$ cat src/rtl/sat_counter.sv
// Saturating up-counter with synchronous clear; clear and increment together yield 1
// so an event landing on the clear cycle is not lost.
module sat_counter #(
    parameter int WIDTH = 16
) (
    input  logic             i_Clk,
    input  logic             i_Rst,
    input  logic             i_Inc,
    input  logic             i_Clear,
    output logic [WIDTH-1:0] o_Count
);

    localparam logic [WIDTH-1:0] ONE = WIDTH'(1);

    always_ff @(posedge i_Clk or posedge i_Rst) begin
        if (i_Rst) begin
            o_Count <= '0;
        end else if (i_Clear) begin
            o_Count <= i_Inc ? ONE : '0;
        end else if (i_Inc && (o_Count != '1)) begin
            o_Count <= o_Count + ONE;
        end
    end

endmodule

$ cat config.mk
export PLATFORM = sky130hd
export DESIGN_NAME = sat_counter
export DESIGN_NICKNAME = d
export VERILOG_FILES = /design/src/rtl/sat_counter.sv
export SDC_FILE = /design/constraint.sdc
export NUM_CORES = 1
export LEC_CHECK = 0
export ABC_CLOCK_PERIOD_IN_PS = 2300
export CORE_MARGIN = 2
export CORE_UTILIZATION = 30
export DETAILED_ROUTE_END_ITERATION = 7
export PLACE_DENSITY = 0.58
export RECOVER_POWER = 50
export SETUP_SLACK_MARGIN = 0.5
export SYNTH_ARGS = -nofsm -noshare
export SYNTH_HDL_FRONTEND = slang
export SYNTH_SLANG_ARGS = --single-unit
$ cat constraint.sdc
create_clock -name i_Clk -period 2.3 [get_ports i_Clk]
set_input_delay 0.69 -clock i_Clk [delete_from_list [all_inputs] [get_ports i_Clk]]
set_output_delay 0.69 -clock i_Clk [all_outputs]
set_load 0.01 [all_outputs]
# Word level (Yosys, flattened, before mapping)
# Index checks and enable logic that the tools add are counted.
classes:
  reduce_logical: 2
  eq_ne: 1
  mux: 3
  add_sub_neg: 1
ops:
  columns: ["op", "n"]
  rows:
  - ["$mux 16", 2]
  - ["$add 16x1->16 const B", 1]
  - ["$ne 16x16->1 const B", 1]
  - ["$reduce_bool 2->1", 1]
  - ["$logic_and 1x1->1", 1]
  - ["$mux 1", 1]
word_totals:
  out_inout_bits: 16
  reg_bits: 16
  inputBits: 4
  elab_cells: 8

# Logic depth before layout (Yosys ltp)
logic_depth:
  ltp_word: 4
  mapped_depth: 5
  depth_no_buf: 5

# Worst setup path before layout
# OpenSTA, ideal clock, no wires.
synth_path:
  kind: "flip-flop to flip-flop"
  from: "register o_Count[0]"
  to: "register o_Count[12]"
  synth_period_minus_slack_ps: 1768
  path_buffers: 0
  stages_incl_launch_ff: 6
  setup_slack_ps: 532
  arrival_ps: 1690
  required_time_ps: 2222
  setup_ps: 78
  cell_sequence: "dfrtp_1 > ha_1 > nand4_4 > or3_4 > or3_1 > a21oi_1"
synth_between:
  elab_chain_len: 3
  elab_cells_between_ends: 6
  cone_classes: "add/sub: 1; eq/ne: 1; mux: 2; reduce/logical: 2"
synth_lines:
  columns: ["item", "line_no", "source"]
  rows:
  - ["from (decl)", "10", "output logic [WIDTH-1:0] o_Count"]
  - ["from (signal assigned)", "19", "o_Count <= i_Inc ? ONE : '0;"]
  - ["from (signal assigned)", "21", "o_Count <= o_Count + ONE;"]
  - ["$add 16x1->16 or $ne 16x16->1 (tied branches)", "21, 20", null]
  - ["$mux 16 or $logic_and 1x1->1 (tied branches)", "20", "end else if (i_Inc && (o_Count != '1)) begin"]
  - ["$mux 16 or $reduce_bool 2->1 (tied branches)", null, null]
# Parallel ways exist; a longest one is shown, timed or not. The select of a mux whose other input is x is not followed.
# A chain may end at the register's enable or synchronous reset.

# Final worst setup path
layout_path:
  from: "register o_Count[0]"
  to: "output port o_Count[0]"
# No word-level cell between the ends.

==> implementation parameters <==
Parameter                              Value

Outcome
  Status    complete, no violations

Logic synthesis
  Area share of and/or/nand/nor cells after synthesis    between 30% and 40%
  Post-Syn Instances    96
  Average footprint of a synthesized cell    9.63 um^2
  Share of the yosys chip area belonging to registers    43.3%
  Multiplexer fraction of the synthesized cell area    1.08%
  Number of synthesis warnings    0
  Number of distinct standard cells referenced by the synthesized netlist    31
  Net count after synthesis    101
  Main combinational cell family by area after synthesis    simple AND/OR/NAND/NOR gates
  Post-synthesis share of cell area spent on full adders, half adders and majority gates    1.35%
  Area fraction in compound gates after synthesis    20.7%
  #FFs+latches synth    16
  Fraction of synthesized cell area in xor and xnor cells    less than 1%
  Syn Std Cell Area    925 um^2

Critical path
  Worst R2R Path Depth    6
  First element of the critical path    o_Count[0]
  Type of the worst setup path    register to output port
  Startpoint of the most critical register-to-register path    o_Count[9]
  Worst-case register-to-register setup slack    520 ps
  Maximum fanout encountered on the critical timing path    4
  Req. time, crit path    1610 ps
  Crit path arrival time    1100 ps
  Startpoint kind of the worst setup timing path    register
  Worst r2r dst    o_Count[15]
  Worst Setup End Kind    output port

Detailed routing
  Detailed router's first-iteration violation count    25
  DRC violations left    0
  Number of detailed-routing iterations run before antenna repair    4
  Post-Route WL    2450 um
  Total via count after detailed routing    954
  Post-DR vias/cell    roughly 5.5
  Routed len/inst    approximately 14 um
  Antenna Nets Post-Route    0

Global route
  Global-route congestion overflow total    0
  Fraction of met2 tracks used by global routing    a little over a quarter
  Maximum number of pins on one net before global-route repair    17
  Antenna violations before repair    0
  Vias in the first global route    ~980
  Wire length of the first global-routing pass    between 4000 and 5000 um
  Met3 usage    slightly below 2%
  Total Routing Usage GR    15.0%
  Busiest layer in global routing    met2
  Grt met1 use    around a fifth

Floorplan
  Starting density of the core    around 30%
  Die area    between 3000 and 4000 um^2
  Number of core rows    20
  Floorplan Core Area    3000 um^2
  # IOs    20
  Die extent in x    between 50 and 60 um
  Vert. Die Dim    59.5 um

Min path
  Hold Crit Start    o_Count[1]
  Number of stages on the worst hold path    2
  Hold path endpoint    o_Count[1]
  Hold WC Path Type    register to register

STA
  Setup slack of the critical path after layout    512 ps
  Maximum clock frequency    0.559 GHz
  Relative max-transition margin    59.2%
  RSZ-0062 raised after global routing    true
  Period minus WS final    1790 ps
  Worst clock skew on the final layout    8.85 ps
  Transition time at the pin with the least slew margin    612 ps
  Post-route setup TNS    0 ps
  Post-route fraction of the period consumed by the critical path    ~80%
  Number of pins exceeding their max-slew limit in the final report    0
  Total setup violations reported at the end of the flow    0
  Hold violation total from the final report    0

Clock network
  Cts bufs inserted    3
  H-tree level count    1
  Clock latency of the later-clocked register in the worst-skew pair    280 ps
  Root buffer cell    sky130_fd_sc_hd__clkbuf_4
  Total number of clock tree sinks    16
  Clk pin slew, worst setup/hold paths    100 ps
  Clock tree from TritonCTS    yes
  Buffers from clock root to sink, at most    2

Final layout
  Final design area excluding fillers    about 1400 um^2
  Most common cell after layout, fill and taps aside    sky130_fd_sc_hd__buf_4
  Post-layout net count    148
  Filler cell count in the final layout    between 300 and 400
  Flip-flop count of the largest register, all copies and words added    16
  Most frequent cells in the layout    sky130_fd_sc_hd__buf_4, sky130_fd_sc_hd__dlygate4sd2_1, sky130_fd_sc_hd__a21oi_1
  Area of the multi-input gates    about 520 um^2
  Proportion of layout cells with a drive suffix above 1    31.2%
  Registers with the highest flip-flop counts    o_Count (16)
  Largest Register    o_Count
  Syn-to-layout area delta    47.4%
  Area of all sequential standard cells    approximately 410 um^2
  Antenna cell count    0

Power
  Leakage    0.615 nW
  Total power    507 uW
  Worst-case vdd ir drop    247 uV
  Total power per unit cell area    about 370 nW/um^2

Flow run
  Maximum Capacitance Violations    0

Place
  Half-perimeter wire length after placement    between 1500 and 2000 um
  Place WS    -50.5 ps
  Total placed instance area    1180 um^2
  Gpl congestion    around 0.78
  Port Buffer Count    19
==> metrics by stage <==
step	instances	hold WS (ps)	utilization, %
floorplan	96	575	-
global placement	150	562	39.3
detailed placement	150	564	39.3
CTS	173	608	44.7
global route	174	668	45.4
finish	174	610	45.4
==> critical path: stages (launching register included) <==
cell,delay (ps)
sky130_fd_sc_hd__dfrtp_1,430
sky130_fd_sc_hd__buf_4,160
sky130_fd_sc_hd__clkdlybuf4s15_1,230
==> where the power goes <==
| part | switching, mW | internal [mW] |
|---|---|---|
| registers | 0.00603 | 0.287 |
| logic | 0.0339 | 0.0312 |
| clock network | 0.0890 | 0.0607 |
| total | 0.129 | 0.379 |
==> what timing repair did <==
action | in CTS | in global routing
endpoints found under the setup margin | 28 | 11
pin swaps | 2 | 5
resized for setup | 24 | 7
buffers inserted | 20 | 1
hold buffers | 0 | 0
==> cell families (layout without fill, tap and decap cells) <==
family                     Yosys count  count (layout)
adders and majority gates            1               1
xor gates and xnor gates             1               1
AOI/OAI and AO/OA                   27              27
muxes                                1               1
buffers and inverters                6              51
and+or+nand+nor                     44              44
DFF                                 16              16
==> area by class of cell <==
cell class	instances	area share [%]
inverter	4	1.10
tap	33	3.03
clock buffer	3	1.65
timing repair buffer	44	25.8
sequential	16	30.0
multi-input combinational	74	38.4
==> cell usage after synthesis, drive strengths merged <==
cell type  number  area share, %
a211oi          2            1.6
a21oi          11            6.0
and2            2            1.4
and3            2            1.4
and4            2            1.9
buf             1           0.41
clkbuf          1           0.41
dfrtp          16             43
ha              1            1.4
inv             4            1.6
mux2i           1            1.1
nand2           8            3.2
nand2b          1           0.68
nand3           4            2.2
nand3b          1           0.81
nand4           6            5.7
nor2            3            1.2
nor3            3            2.2
o211ai          1           0.81
o21ai           5            2.7
o31ai           6            4.9
o41ai           2            4.7
or3             6            4.6
or3b            1           0.95
or4             5            4.1
xor2            1           0.95
==> worst max-delay path by stage <==
stage,end,cells past startpoint
6_report,o_Count[0],2
2_1_floorplan,o_Count[12],5
3_3_place_gp,o_Count[12],5
3_5_place_dp,o_Count[12],5
5_1_grt,o_Count[15],6
4_1_cts,o_Count[7],1
==> routing by layer <==
metal / routed length, um / up-vias / share of wire, %
li1: - / 465 / -
met1: 1140 / 465 / 47
met2: 1230 / 24 / 50
met3: 77 / 0 / 3.1
met4: 0 / 0 / 0
met5: 0 / - / 0
Power figures use the tool's default switching activity.
